## src/rtl/systolic_feed_ctrl.sv

```systemverilog
// Purpose : sequences one systolic tile pass: clear, stream K operand beats, zero-fill drain, settle, capture.
// Latency : done/out_valid K+N_SIZE+PIPE_LAT+1 cycles after the accepted start (plus one per stalled beat); k_len=0 -> 1 cycle.
// Backpr. : STREAM pops only while src_valid=1 and holds otherwise; drain/settle run unconditionally; start ignored while busy.
//
// Ports:
//   clk, rst_n          - clock, asynchronous active-low reset
//   start, k_len        - pass command and its beat count (taken only in IDLE)
//   abort               - synchronous cancel, highest priority, returns to IDLE without done
//   src_valid / src_pop - operand source handshake; rd_addr is the beat index being offered
//   skew_valid          - skew buffer valid_in; zero_fill selects zeros into the skew datapath
//   acc_clear           - one-cycle accumulator clear at the start of a pass
//   busy, out_valid, done - status; out_valid and done are coincident one-cycle strobes
//   stall_cycles        - starved STREAM cycle count, present only when FEED_CTRL_PERF_EN is defined
//
// Optional feature macro: FEED_CTRL_PERF_EN (stall performance counter; tied to 0 when undefined).

module systolic_feed_ctrl #(
  parameter int N_SIZE   = 32,
  parameter int CNT_W    = 10,
  parameter int PIPE_LAT = 64
) (
  input  logic             clk,
  input  logic             rst_n,
  input  logic             start,
  input  logic [CNT_W-1:0] k_len,
  input  logic             abort,
  input  logic             src_valid,
  output logic             src_pop,
  output logic [CNT_W-1:0] rd_addr,
  output logic             skew_valid,
  output logic             zero_fill,
  output logic             acc_clear,
  output logic             busy,
  output logic             out_valid,
  output logic             done,
  output logic [31:0]      stall_cycles
);

  // ---------------------------------------------------------------------------
  // State encoding
  // ---------------------------------------------------------------------------
  localparam logic [2:0] S_IDLE   = 3'd0;
  localparam logic [2:0] S_CLEAR  = 3'd1;
  localparam logic [2:0] S_STREAM = 3'd2;
  localparam logic [2:0] S_DRAIN  = 3'd3;
  localparam logic [2:0] S_SETTLE = 3'd4;
  localparam logic [2:0] S_DONE   = 3'd5;

  // A 1x1 array has nothing to drain; the stream goes straight to settle.
  localparam bit HAS_DRAIN = (N_SIZE > 1);

  // Terminal values of the shared phase timer for DRAIN and SETTLE.
  // The timer restarts at 0 on every state change, so a phase of length L
  // ends when the timer reads L-1.
  localparam logic [31:0] DRAIN_LAST  = HAS_DRAIN ? 32'(N_SIZE - 2) : 32'd0;
  localparam logic [31:0] SETTLE_LAST = (PIPE_LAT > 0) ? 32'(PIPE_LAT - 1) : 32'd0;

  localparam logic [CNT_W-1:0] BEAT_ONE = CNT_W'(1);

  // ---------------------------------------------------------------------------
  // Registers
  // ---------------------------------------------------------------------------
  logic [2:0]       state_q;
  logic [2:0]       state_d;
  logic [CNT_W-1:0] beat_q;    // beats popped so far in this pass
  logic [CNT_W-1:0] klen_q;    // beat count latched from the accepted start
  logic [31:0]      phase_q;   // cycles spent in the current DRAIN/SETTLE phase

  // ---------------------------------------------------------------------------
  // Decodes
  // ---------------------------------------------------------------------------
  logic start_acc;   // start taken this cycle (IDLE, no abort)
  logic in_stream;
  logic in_drain;
  logic last_pop;    // the pop that completes the K beats

  assign start_acc = (state_q == S_IDLE) && start && !abort;
  assign in_stream = (state_q == S_STREAM);
  assign in_drain  = (state_q == S_DRAIN);

  // beat_q never exceeds k_len-1 while streaming, so beat_q+1 cannot wrap
  // before it matches klen_q even at the maximum k_len.
  assign last_pop  = src_pop && ((beat_q + BEAT_ONE) == klen_q);

  // ---------------------------------------------------------------------------
  // Next-state logic
  // ---------------------------------------------------------------------------
  always_comb begin
    state_d = state_q;
    case (state_q)
      S_IDLE: begin
        if (start_acc) begin
          // A zero-length pass skips the clear and the stream entirely.
          state_d = (k_len == '0) ? S_DONE : S_CLEAR;
        end
      end
      S_CLEAR: begin
        state_d = S_STREAM;
      end
      S_STREAM: begin
        if (last_pop) begin
          state_d = HAS_DRAIN ? S_DRAIN : S_SETTLE;
        end
      end
      S_DRAIN: begin
        if (phase_q == DRAIN_LAST) begin
          state_d = S_SETTLE;
        end
      end
      S_SETTLE: begin
        if (phase_q == SETTLE_LAST) begin
          state_d = S_DONE;
        end
      end
      S_DONE: begin
        state_d = S_IDLE;
      end
      default: begin
        state_d = S_IDLE;
      end
    endcase

    // Abort overrides every transition, including a start seen in IDLE.
    if (abort) begin
      state_d = S_IDLE;
    end
  end

  // ---------------------------------------------------------------------------
  // State and counters
  // ---------------------------------------------------------------------------
  always_ff @(posedge clk or negedge rst_n) begin
    if (!rst_n) begin
      state_q <= S_IDLE;
    end else begin
      state_q <= state_d;
    end
  end

  // Phase timer: zero on entry to any state, held at zero while idle so it
  // does not free-run between passes.
  always_ff @(posedge clk or negedge rst_n) begin
    if (!rst_n) begin
      phase_q <= '0;
    end else if ((state_d != state_q) || (state_q == S_IDLE)) begin
      phase_q <= '0;
    end else begin
      phase_q <= phase_q + 32'd1;
    end
  end

  // Beat counter doubles as the operand read address.  It is left at k_len
  // after the pass so rd_addr stays stable until the next start.
  always_ff @(posedge clk or negedge rst_n) begin
    if (!rst_n) begin
      beat_q <= '0;
      klen_q <= '0;
    end else if (start_acc && (k_len != '0)) begin
      beat_q <= '0;
      klen_q <= k_len;
    end else if (src_pop) begin
      beat_q <= beat_q + BEAT_ONE;
    end
  end

  // ---------------------------------------------------------------------------
  // Outputs
  // ---------------------------------------------------------------------------
  // Handshake outputs are combinational so a pop can follow src_valid in the
  // same cycle; abort kills them immediately so nothing enters the skew
  // buffer in the cancelled cycle.
  assign src_pop    = in_stream && src_valid && !abort;
  assign skew_valid = src_pop || (in_drain && !abort);
  assign zero_fill  = in_drain;

  // Status outputs come from registered state only.
  assign rd_addr    = beat_q;
  assign acc_clear  = (state_q == S_CLEAR);
  assign busy       = (state_q != S_IDLE);
  assign out_valid  = (state_q == S_DONE);
  assign done       = (state_q == S_DONE);

  // ---------------------------------------------------------------------------
  // Stall performance counter
  // ---------------------------------------------------------------------------
`ifdef FEED_CTRL_PERF_EN
  logic [31:0] stall_q;

  // Counts every STREAM cycle where the source had nothing to offer.  It is
  // only touched by an accepted start or a starved STREAM cycle, so it holds
  // its value after done or abort until the next pass begins.
  always_ff @(posedge clk or negedge rst_n) begin
    if (!rst_n) begin
      stall_q <= '0;
    end else if (start_acc) begin
      stall_q <= '0;
    end else if (in_stream && !src_valid && (stall_q != 32'hFFFF_FFFF)) begin
      stall_q <= stall_q + 32'd1;
    end
  end

  assign stall_cycles = stall_q;
`else
  assign stall_cycles = 32'd0;
`endif

endmodule

```

## config.mk

```make
export PLATFORM = sky130hd
export DESIGN_NAME = systolic_feed_ctrl
export DESIGN_NICKNAME = d
export VERILOG_FILES = /design/src/rtl/systolic_feed_ctrl.sv
export SDC_FILE = /design/constraint.sdc
export NUM_CORES = 1
export LEC_CHECK = 0
export ABC_AREA = 1
export BUFFER_PORTS_ARGS = -buffer_cell sky130_fd_sc_hd__buf_2
export CORE_MARGIN = 2
export CORE_UTILIZATION = 60
export DETAILED_ROUTE_END_ITERATION = 10
export GPL_ROUTABILITY_DRIVEN = 1
export PLACE_DENSITY = 0.91
export SLEW_MARGIN = 10
export SYNTH_ARGS = -nofsm -noshare
export SYNTH_HDL_FRONTEND = slang
export SYNTH_SLANG_ARGS = --single-unit
```

## constraint.sdc

```tcl
create_clock -name clk -period 2.85 [get_ports clk]
set_input_delay 0.1425 -clock clk [delete_from_list [all_inputs] [get_ports clk]]
set_output_delay 0.1425 -clock clk [all_outputs]
set_load 0.005 [all_outputs]
```

==> results by stage, run 1 <==
Detailed routing:
- Signal routing reaches up to met4.
- The post-detailed-route via-to-cell ratio is 5.06.
- The routed via count is 2799.
- The length of the first detailed-routing pass in iterations is 4.
- The remaining antenna violation count after routing is 0.
- After detailed routing, the total wire length is 6770 um.
- After detailed routing, the average wire length per cell comes to 12.2 um.
- The routed length on met1 is 2960 um.
- For this run, design rule violations remaining after detail routing come to 0.
- After detailed routing, the met2 layer carries 3410 um of wire.
- The wire length on met3 is 312 um.
- For this block, the initial DRC count from the detailed router was 131.

Synthesis:
- Synthesis inferred 55 register bits.
- The instance count of the mapped netlist is 445.
- The netlist uses 32 different library cells.
- Dividing the synthesized area by the synthesized cell count gives 7.79 um2.
- The synthesized design contains 0 enable-type register cells.
- The most used flip-flop cell after synthesis is dfrtp_1.
- Of all flip-flops after synthesis, the portion carrying an async set or reset was 100%.
- The summed instance area of the synthesized netlist is 3470 um2.
- For this run, the number of Yosys warnings is 0.
- The sequential element share of the synthesized area is 39.7%.

Die:
- The height of the die is 80.0 um.
- The total die area is 6400 um2.
- Once the floorplan was initialized, standard cells occupied 62.6% of the core.
- The floorplan step defined a core boundary enclosing 5540 um2.
- The number of top-level pins is 64.
- The number of core rows is 27.
- The die width is 80.0 um.

Place:
- The worst slack at placement is 668 ps.
- Detailed placement ended at an HPWL of 5100 um.
- The number of port buffers is 31.
- The final weighted congestion of routability-driven global placement is 0.880.
- In this run, placement finished with an instance count of 545.

Timing:
- Setup repair after global routing left no endpoint under its margin.
- The final max-slew violation count was 0.
- The final count of hold timing violations was 0.
- Static timing analysis puts the maximum clock frequency at 445 MHz.
- Of the available clock period, the critical path in the final layout requires 78.8%.
- The least setup slack across all paths after layout is 604 ps.
- For the final routed database, the setup TNS stands at 0 ps.
- After layout, the minimum clock period comes to 2250 ps.
- The number of endpoints failing setup at the final stage is 0.
- The worst setup skew after layout is 17.2 ps.

Global routing:
- The first-pass GRT wire length is 11400 um.
- After global routing the overflow that remains totals 0.
- The initial antenna violation count came to 0.
- The pin count of the biggest net entering global routing is 41.
- The number of global-route vias before repair is 2642.
- Global routing used 22.3% of the available tracks.

Min path:
- The class of the worst hold path is input pin to flip-flop.

Cells and area:
- For this run, the share of the core covered by cells in the final layout is 66.6%.
- Compared with the post-synthesis result, the final layout area differs by 6.46%.
- The post-layout instance count excluding filler cells is 553.
- The layout has 468 filler cells.
- The antenna diode count is 0.
- In the final design database the tool counted 499 nets.
- The share of layout cells above drive strength 1 is 17.3%.

Clocking:
- TritonCTS created 5 clock buffers.
- The maximum number of buffers from clock root to sink is 2.
- The H-tree depth reported by CTS is 2.
- TritonCTS built the clock tree.
- After clock tree synthesis, the clock-pin slew on the worst setup and hold paths is 100 ps.
- The clock latency on the worst-skew pair is 310 ps.
- The number of gates resized after CTS was 0.
- The cell at the root of the clock tree is clkbuf_8.
- CTS saw 55 sinks.

Setup path:
- The category of the most critical setup path is flip-flop to flip-flop.
- For the worst setup path, the data required time is 3090 ps.
- At the worst endpoint, the arrival time is 2480 ps.
- The critical path startpoint category is a flip-flop.
- STA classifies the critical path endpoint as a flip-flop.
- Along the worst path, the maximum fanout reaches 32.

Flow run:
- The tool flagged a number of max-cap violations equal to 0.

Power:
- Summed over all cells, the static leakage comes to 1.74 nW.
- In this run the power density over the cells is 424 nW/um2.
- The maximum resistive drop on vdd is 0.000328 V.

Outcome:
- The run finished with clean final reports.
[through the flow]
stage / total power [W] / cell area, um2 / hold slack, ps
6_report: 0.00157 / 3690 / 52.3
5_1_grt: 0.00165 / 3690 / 52.2
4_1_cts: 0.00158 / 3690 / 42.3
3_5_place_dp: 0.00108 / 3580 / 74.4
3_3_place_gp: 0.00107 / 3580 / 68.4
2_1_floorplan: 0.00104 / 3580 / -153
[cell type report]
cell class	instances	area [um2]	share of cell area [%]
tap	72	90.1	2.44
clock inverter	1	30.0	0.813
timing repair buffer	35	200	5.42
sequential	55	1380	37.3
clock buffer	6	72.6	1.97
inverter	50	188	5.08
multi-input combinational	334	1740	47.0
[path summary, 6_finish.rpt]
path	startpoint	slack [ps]	to	cells past startpoint
worst min register to register	phase_q[0]	460	phase_q[0]	1
worst min-delay path	k_len[2]	50	klen_q[2]	3
worst max-delay path	rd_addr[0]	600	phase_q[19]	16
min in group asynchronous	rst_n	270	klen_q[3]	2
worst max register to register	rd_addr[0]	600	phase_q[19]	16
max in group asynchronous	rst_n	1740	phase_q[12]	3
[layout by cell type (no fill, tap or decap)]
master	instances
nand2_1	99
dfrtp_1	55
inv_1	48
nor2_1	43
nor2_2	33
conb_1	32
buf_2	31
nand3_1	25
xor2_1	19
nand4_1	14
nor3_1	12
o21ai_0	12
xnor2_1	12
nor4_1	5
o22ai_1	5
clkbuf_8	5
a21oi_1	4
nand3b_1	3
ha_1	3
nand2_2	2
nor2_4	2
nand3_2	2
buf_4	2
o21ai_1	1
nand2_4	1
inv_2	1
clkinv_1	1
xnor3_1	1
and3_1	1
o21bai_2	1
a211oi_1	1
nor3_2	1
bufinv_16	1
clkbuf_1	1
dlygate4sd3_1	1
buf_12	1
[synthesized netlist by cell type, types with 4 or more instances]
cell / n / share of area, %
nand2_1: 99 / 11
dfrtp_1: 55 / 40
o22ai_1: 5 / 0.90
xor2_1: 19 / 4.8
nor2_2: 33 / 6.0
inv_1: 48 / 5.2
nor2_1: 43 / 4.7
nand3_1: 25 / 3.6
nor4_1: 5 / 0.90
o21ai_0: 12 / 1.7
xnor2_1: 12 / 3.0
a21oi_1: 4 / 0.58
nand4_1: 14 / 2.5
buf_4: 33 / 7.1
nor3_1: 12 / 1.7
[sequential cells by signal, summed over array words and instances, names as in the netlist]
signal   cells
rd_addr     10
state_q      3
phase_q     32
klen_q      10
[critical path, stage by stage (launching register included)]
cell and delay, ps:
dfrtp_1 460, ha_1 330, inv_1 50, nand2_1 50, nand2_1 40, nor2_1 100
nand2_1 60, nor2_1 120, nand2_1 60, nor2_1 80, nand3_1 120, o21bai_2 150
nand2_1 80, nand2_1 80, nand3_2 90, buf_12 200, nor2_2 100
[cells by family (layout without fill, tap and decap cells)]
group / count (synthesis) / count (layout) / synth area share, %
compound gates: 24 / 24 / 3.90
xor+xnor: 32 / 32 / 8.48
fa+ha+maj: 3 / 3 / 1.08
buf+inv: 87 / 92 / 13.6
flops: 55 / 55 / 39.7
other cells: 1 / 32 / 0.108
simple gates: 243 / 243 / 33.1
[report_power, final]
group	total (W)	switching, W	internal [W]
clock	0.000501	0.000243	0.000258
sequential	0.000846	0.0000289	0.000817
combinational	0.000220	0.000143	0.0000771
total	0.00157	0.000415	0.00115
[layer usage]
metal | GRT usage, % | vias to the layer above
li1 | - | 1412
met1 | 28.3 | 1307
met2 | 38.6 | 73
met3 | 3.17 | 7
met4 | 7.97 | 0
met5 | 0 | -
[timing repair]
action / 4_1_cts / 5_1_grt
hold buffers: 1 / 0
setup endpoints to repair: 0 / 0
setup buffers: 0 / 0
endpoints found under the hold margin: 15 / 0
No activity file was read; power rests on OpenSTA's default activity.
==> run 2, diff against run 1 <==
--- a/config.mk
+++ b/config.mk
@@ -8,10 +8,10 @@
 export ABC_AREA = 1
 export BUFFER_PORTS_ARGS = -buffer_cell sky130_fd_sc_hd__buf_2
 export CORE_MARGIN = 2
-export CORE_UTILIZATION = 60
+export CORE_UTILIZATION = 56
 export DETAILED_ROUTE_END_ITERATION = 10
 export GPL_ROUTABILITY_DRIVEN = 1
-export PLACE_DENSITY = 0.91
+export PLACE_DENSITY = 0.86
 export SLEW_MARGIN = 10
 export SYNTH_ARGS = -nofsm -noshare
 export SYNTH_HDL_FRONTEND = slang
==> constraint.sdc (replaced) <==
create_clock -name clk -period 2.08 [get_ports clk]
set_input_delay 0.104 -clock clk [delete_from_list [all_inputs] [get_ports clk]]
set_output_delay 0.104 -clock clk [all_outputs]
set_load 0.005 [all_outputs]
==> run 2 against run 1 <==
  * Combinational power up 58%
  * Final area up 4.0%
  * Critical endpoint is now phase_q[29]
  * Hold slack worse by 17 ps
  * Largest cell class unchanged
  * Via count up 4.8%
  * The run now ends with setup timing left
  * Highest routed layer unchanged
  * Largest power group unchanged
==> results by stage, run 2 (synthesized netlist as in run 1, its figures left out) <==
Outcome:
- The flow ran to the end, but the final reports show violations.
- The final reports fail on setup timing.

Min path:
- In this run the most critical hold path is launched from k_len[5].
- For hold timing, the worst endpoint is klen_q[5].
- The worst hold path stage count is 3 (unchanged).
- The worst hold path belongs to the class input pin to flip-flop.

Setup path:
- The cell family contributing the most delay on the critical path is simple AND/OR/NAND/NOR gates.
- The category of the most critical setup path is flip-flop to flip-flop.
- The combined buffer and inverter count along the critical path came to 2 (unchanged).
- The worst-case reg-to-reg path depth is 16 (unchanged).
- The setup slack of the worst register-to-register path came to -120 ps (-720 ps).
- The worst endpoint required time is 2320 ps (-770 ps).
- The start of the worst register-to-register path is rd_addr[0].
- The biggest fanout along the worst timing path was 22 (-31%).
- The largest incremental delay on the critical path is 400 ps (-60 ps).
- The cell with the biggest individual delay on the critical path is dfrtp_1.
- The arrival time reported for the critical path endpoint is 2440 ps (-40 ps).
- The endpoint type of the worst setup path is a flip-flop.
- Counting stages on the worst path, the most repeated cell is nand2_1.
- STA classifies the critical path startpoint as a flip-flop.
- The signal on the critical path passes through ha_1, inv_1, nand2_1, nand2_1, nor2_1, nand2_1, nor2_1, nand2_1, nor2_1, nand3_1, o21bai_2, nand2_2, nand2_2, nand3_4, buf_12, nor2_2.
- The critical register-to-register path endpoint is phase_q[29].

Detailed routing:
- The routed via count is 2934 (+4.8%).
- The final wirelength is 7360 um (+8.8%).
- The detailed-route wire length per cell is 12.9 um (+5.3%).
- The length of the first detailed-routing pass in iterations is 5 (+1).
- The post-detailed-route via-to-cell ratio is 5.14 (+1.5%).
- The count of routing violations after the opening detailed-route iteration came to 153 (+17%).
- The final routed DRC violation total was 0 (unchanged).
- The remaining antenna violation count after routing came to 0 (unchanged).

Cells and area:
- The fill cell instance count of the final layout is 507 (+8.3%).
- The fraction of the core area covered by cells at the end of the flow is 64.5% (-2.2 points).
- The number of nets in the final layout is 513 (+2.8%).
- The antenna diode count is 0 (unchanged).
- The number of flip-flops under the largest register name was 32 (unchanged).
- The share of layout cells above drive strength 1 was 21.2% (+3.9 points).
- The most common library cell in the layout ignoring fill and taps is nand2_1.
- The largest register by flop count is phase_q.
- The layout-stage area growth over the synthesis result is 10.7%.
- The post-layout instance count excluding filler cells is 571 (+3.3%).
- The library cells used most frequently in the layout, excluding fill and tap cells, are nand2_1, dfrtp_1, inv_1.

Timing:
- The number of endpoints failing setup at the final stage was 32 (+32).
- The fmax was 455 MHz (+2.1%).
- The worst setup skew after layout came to 9.40 ps (-7.80 ps).
- Headroom to the max-slew limit came out at 63.1%.
- The least setup slack across all paths after layout is -120 ps (-724 ps).
- The minimum clock period after layout came to 2200 ps (-46.2 ps).
- The final count of hold timing violations is 0 (unchanged).
- The final max-slew violation count was 0 (unchanged).
- For the pin with the worst max-slew slack, the measured transition is 553 ps.
- Setup repair after global routing could not meet its margin everywhere.
- The portion of the clock cycle consumed by the worst path in the final layout was 106% (+27 points).

Die:
- The core outline area is 5960 um2 (+7.5%).
- The height of the die is 82.7 um (+3.3%).
- The number of top-level pins came to 64 (unchanged).
- The number of core rows was 28 (+3.7%).
- The total die area is 6840 um2 (+6.8%).
- The die width is 82.7 um (+3.3%).
- The initial cell density of the core is 58.2% (-4.4 points).

Power:
- The power density over cell area was 540 nW/um2 (+27%).
- The register share of total power is 55.9% (+1.9 points).
- The share of power burned in combinational logic was 16.8% (+2.7 points).
- The leakage dissipation is 1.82 nW (+4.7%).
- The clock share of power is 27.3% (-4.7 points).
- The maximum resistive drop on vdd is 0.000326 V (-0.66%).
- The internal cell power is 0.00148 W (+29%).
- The switching part of the total is 28.5% (+2.0 points).
- The power dissipated by switching net loads is 0.000590 W (+42%).

Global routing:
- The initial antenna violation count came to 0 (unchanged).
- The first-pass GRT wire length came to 12400 um (+8.7%).
- The overall global routing resource usage is 23.5% (+1.2 points).
- The total overflow reported by the global router is 0 (unchanged).
- The pin count of the biggest net entering global routing is 33 (-20%).
- The number of global-route vias before repair is 2911 (+10%).

Clocking:
- The number of CTS-inserted buffers is 5 (unchanged).
- The clock sink count came to 55 (unchanged).
- The H-tree depth reported by CTS was 2 (unchanged).
- The clock tree from TritonCTS is yes.
- The clock latency on the worst-skew pair came to 300 ps (about the same).
- The maximum number of buffers from clock root to sink came to 2 (unchanged).
- The root buffer cell chosen for the clock tree is clkbuf_8.
- The clock slew seen by the registers of the worst setup and hold paths is 100 ps (about the same).

Place:
- The worst slack at placement is -56.6 ps (-725 ps).
- The number of port buffers is 31 (unchanged).
- The placed wire-length estimate after detailed placement is 5660 um (+11%).
- The final weighted congestion of routability-driven global placement is 0.907 (+3.0%).
- The number of placed cells counting well taps came to 561 (+2.9%).

Flow run:
- The reported max-cap violation count is 0 (unchanged).
[run 2: worst max path at each step]
stage / slack, ps / end / depth (start not counted) / startpoint
after global placement: 40 / phase_q[0] / 16 / rd_addr[1]
after floorplan: 130 / phase_q[25] / 16 / rd_addr[0]
final: -120 / phase_q[29] / 16 / rd_addr[0]
after CTS: -70 / phase_q[15] / 16 / rd_addr[0]
after global routing: -300 / phase_q[15] / 16 / rd_addr[1]
after detailed placement: -60 / phase_q[8] / 16 / rd_addr[0]
[run 2: worst reg2reg max path, stage by stage (launching register included)]
cell      delay, ps
dfrtp_1         400
ha_1            300
inv_1            50
nand2_1          50
nand2_1          50
nor2_1          100
nand2_1          80
nor2_1          100
nand2_1          60
nor2_1          100
nand3_1         100
o21bai_2        180
nand2_2          90
nand2_2         100
nand3_4         100
buf_12          190
nor2_2          100
[run 2: area by class of cell]
cell class              instances  area, um2  share of cell area (%)
clock buffers                   5       68.8                    1.79
clock inverters                 3       15.0                   0.391
inverters                      50        188                    4.89
multi-input cells             334       1770                    46.0
flip-flops and latches         55       1380                    35.8
well taps                      75       93.8                    2.44
repair buffers                 49        330                    8.60
[run 2: metal layers]
layer  wire (um)  share of wire [%]  vias to the layer above  global-route usage [%]
met1        3020                 41                     1389                    27.6
met2        3840                 52                       88                    43.5
met5           0                  0                        -                       0
met3         408                5.5                       11                    4.02
met4          82                1.1                        0                    7.21
li1            -                  -                     1446                       -
[run 2: timing repair]
action,CTS,global route
buffers inserted,0,1
hold buffers,1,0
endpoints found under the setup margin,32,32
gates resized for setup,1,10
pin swaps,0,0
hold endpoints to repair,23,0
[run 2: per-stage QoR]
step / hold slack, ps / total power [W] / TNS [ps] / cell area [um2]
5_1_grt: 30.0 / 0.00218 / -8870 / 3840
3_3_place_gp: 114 / 0.00148 / 0 / 3690
2_1_floorplan: -192 / 0.00143 / 0 / 3580
6_report: 34.8 / 0.00207 / -2990 / 3840
3_5_place_dp: 126 / 0.00150 / -814 / 3690
4_1_cts: 30.7 / 0.00207 / -1510 / 3790
[run 2: power by group through the flow]
stage	Clock, W	Sequential [W]	Combinational, W
final	0.000565	0.00116	0.000348
after global routing	0.000622	0.00116	0.000395
after CTS	0.000585	0.00116	0.000328
after detailed placement	0	0.00118	0.000323
after global placement	0	0.00117	0.000311
after floorplan	0	0.00117	0.000257
==> run 3, diff against run 2 <==
--- a/config.mk
+++ b/config.mk
@@ -8,10 +8,10 @@
 export ABC_AREA = 1
 export BUFFER_PORTS_ARGS = -buffer_cell sky130_fd_sc_hd__buf_2
 export CORE_MARGIN = 2
-export CORE_UTILIZATION = 56
+export CORE_UTILIZATION = 51
 export DETAILED_ROUTE_END_ITERATION = 10
 export GPL_ROUTABILITY_DRIVEN = 1
-export PLACE_DENSITY = 0.86
+export PLACE_DENSITY = 0.83
 export SLEW_MARGIN = 10
 export SYNTH_ARGS = -nofsm -noshare
 export SYNTH_HDL_FRONTEND = slang
==> constraint.sdc (replaced) <==
create_clock -name clk -period 1.96 [get_ports clk]
set_input_delay 0.098 -clock clk [delete_from_list [all_inputs] [get_ports clk]]
set_output_delay 0.098 -clock clk [all_outputs]
set_load 0.005 [all_outputs]
==> run 3 against run 2 <==
  * The run still ends with setup timing left
  * Setup slack lost 160 ps
  * Flip-flop and latch count is the same
  * Sequential power grew 6%
  * Largest cell class unchanged
  * Clock-buffer cell count grew 1
  * Sequential share of layout area shrank 3.6 points
  * Critical path type unchanged
  * Power grew 19%
  * Utilization shrank 0.56 points
  * Final area grew 11%
  * Combinational power grew 23%
==> results by stage, run 3 (synthesized netlist as in run 1, its figures left out) <==
Outcome:
- The flow ran to the end, but the final reports show violations.
- The checks that failed: setup timing.

Die:
- The number of core rows is 30 (+7.1%).
- The height of the die is 86.5 um (+4.6%).
- The number of top-level pins was 64 (unchanged).
- The die width is 86.5 um (+4.6%).
- The total die area is 7480 um2 (+9.3%).
- The core outline area came to 6680 um2 (+12%).
- The initial cell density of the core was 51.9% (-6.3 points).

Detailed routing:
- The final wirelength was 8070 um (+9.7%).
- The remaining antenna violation count after routing was 0 (unchanged).
- The final routed DRC violation total is 0 (unchanged).
- The count of routing violations after the opening detailed-route iteration is 168 (+9.8%).
- The detailed-route wire length per cell is 13.1 um (+1.7%).
- The length of the first detailed-routing pass in iterations was 4 (-1).
- The post-detailed-route via-to-cell ratio was 5.01 (-2.5%).
- The routed via count is 3086 (+5.2%).

Cells and area:
- The post-layout instance count excluding filler cells is 616 (+7.9%).
- The number of nets in the final layout was 553 (+7.8%).
- The antenna diode count is 0 (unchanged).
- Counting flops per register, the top entry is phase_q.
- Leaving out fill and tap cells, the most frequent cell in the layout is nand2_1.
- The number of flip-flops under the largest register name was 32 (unchanged).
- The library cells used most frequently in the layout, excluding fill and tap cells, are nand2_1, dfrtp_1, buf_4.
- The share of layout cells above drive strength 1 is 27.6% (+6.4 points).
- From synthesis to final layout, the design area changed by 23.1%.

Power:
- The leakage dissipation is 2.04 nW (+12%).
- The maximum resistive drop on vdd was 0.000371 V (+14%).
- The power density over cell area is 577 nW/um2 (+7.0%).

Timing:
- The final count of hold timing violations is 0 (unchanged).
- The least setup slack across all paths after layout is -280 ps (-160 ps).
- The number of endpoints failing setup at the final stage came to 32 (unchanged).
- The portion of the clock cycle consumed by the worst path in the final layout was 114% (+8.5 points).
- The worst-case headroom to the max-slew limit is 53.2% (-9.9 points).
- The minimum clock period after layout is 2240 ps (+40.1 ps).
- Setup repair after global routing could not meet its margin everywhere.
- The fmax was 446 MHz (-1.8%).
- The pin slew with the least headroom to its limit is 702 ps (+149 ps).
- The accumulated negative setup slack is -8520 ps (-5520 ps).
- The final hold slack came to 4.87 ps (-30.0 ps).
- The worst setup skew after layout is 10.7 ps (+1.28 ps).
- The final max-slew violation count is 0 (unchanged).

Clocking:
- The clock sink count is 55 (unchanged).
- TritonCTS built the clock tree.
- The H-tree depth reported by CTS was 2 (unchanged).
- The cell at the root of the clock tree is clkbuf_8.
- The number of CTS-inserted buffers is 5 (unchanged).
- The maximum number of buffers from clock root to sink is 2 (unchanged).
- The clock latency on the worst-skew pair came to 320 ps (+20 ps).
- The clock slew seen by the registers of the worst setup and hold paths is 110 ps (about the same).

Global routing:
- The first-pass GRT wire length came to 13200 um (+6.6%).
- The number of global-route vias before repair is 3023 (+3.8%).
- The pin count of the biggest net entering global routing is 56 (+70%).
- The initial antenna violation count is 0 (unchanged).
- The overall global routing resource usage is 22.5% (-1.0 points).
- The total overflow reported by the global router is 0 (unchanged).

Min path:
- The worst hold path stage count came to 3 (unchanged).
- The class of the worst hold path is input pin to flip-flop.
- The worst hold path terminates at klen_q[9].
- In this run the most critical hold path is launched from k_len[9].

Setup path:
- The worst register-to-register path ends at phase_q[9].
- The largest incremental delay on the critical path is 430 ps (+30 ps).
- The cell with the biggest individual delay on the critical path is dfrtp_1.
- The setup slack of the worst register-to-register path is -280 ps (-160 ps).
- The critical path startpoint category is a flip-flop.
- The arrival time reported for the critical path endpoint is 2500 ps (+60 ps).
- Traced cell by cell, the critical path runs through ha_4, inv_2, nand2_2, nand2_1, nor2_1, nand2_1, nor2_1, nand2_1, nor2_1, nand3_1, o21bai_2, nand2_2, nand2_2, nand3_4, buf_12, nor2_4.
- Grouping stages by cell kind, the critical path spends the most delay in simple AND/OR/NAND/NOR gates.
- The combined buffer and inverter count along the critical path is 2 (unchanged).
- The worst endpoint required time is 2220 ps (-100 ps).
- The worst-case reg-to-reg path depth is 16 (unchanged).
- By startpoint and endpoint, the worst setup path is classified as flip-flop to flip-flop.
- The biggest fanout along the worst timing path is 7 (-68%).
- The endpoint type of the worst setup path is a flip-flop.
- The start of the worst register-to-register path is rd_addr[0].

Place:
- The number of port buffers is 31 (unchanged).
- The placed wire-length estimate after detailed placement is 5900 um (+4.2%).
- The number of placed cells counting well taps was 602 (+7.3%).
- The final weighted congestion of routability-driven global placement was 0.901 (-0.61%).

Flow run:
- The reported max-cap violation count is 0 (unchanged).
## run 3: changes by cell type in the layout (fill, tap and decap cells not counted), sizes merged
cell and change:
clkbuf +2, bufinv +1, clkinv -2, dlygate4sd3 +1, buf +38
## run 3: power by group
| part | internal, W | leakage (nW) | switching [W] | total [W] |
|---|---|---|---|---|
| clock network | 0.000414 | 0.0612 | 0.000394 | 0.000809 |
| registers | 0.00119 | 0.750 | 0.0000422 | 0.00123 |
| logic | 0.000175 | 1.23 | 0.000253 | 0.000427 |
## run 3: final cells by class
| cell class | count | area (um2) |
|---|---|---|
| Clock buffer | 6 | 82.6 |
| Clock inverter | 2 | 35.0 |
| Fill cell | 538 | 2410 |
| Inverter | 50 | 188 |
| Multi-Input combinational cell | 334 | 1830 |
| Sequential cell | 55 | 1380 |
| Tap cell | 80 | 100 |
| Timing Repair Buffer | 89 | 658 |
## run 3: how the worst max path moves through the flow
stage	start	end	slack [ps]	cells after the start
floorplan	rd_addr[0]	phase_q[25]	10	16
global placement	rd_addr[1]	phase_q[31]	-140	16
detailed placement	rd_addr[0]	phase_q[31]	-220	16
CTS	rd_addr[0]	phase_q[3]	-240	16
global route	rd_addr[0]	phase_q[9]	-410	16
finish	rd_addr[0]	phase_q[9]	-280	16
## run 3: tightest hold or removal path, stage by stage
cell and delay (ps):
buf_2 100, nand2_1 50, nand2_1 50
## run 3: repair_timing
action / CTS / global route
endpoints found under the setup margin: 32 / 38
hold endpoints to repair: 56 / 0
resized for setup: 9 / 14
buffers inserted: 1 / 1
gates cloned: 1 / 1
hold buffers: 2 / 0
pin swaps: 0 / 1
## run 3: metrics by stage
step	cell area, um2	util (%)	total power (W)	worst slack [ps]
after floorplan	3580	-	0.00151	12.0
after global placement	3970	59.4	0.00158	-142
after detailed placement	3970	59.4	0.00160	-220
after CTS	4180	62.6	0.00244	-239
after global routing	4270	63.9	0.00258	-409
final	4270	63.9	0.00247	-280
## run 3: metal layers
metal	wire length, um	GRT usage [%]	part of all wire [%]
met1	3350	26.9	41
met2	4220	39.6	52
met3	366	4.00	4.5
met4	138	9.80	1.7
met5	0	0	0
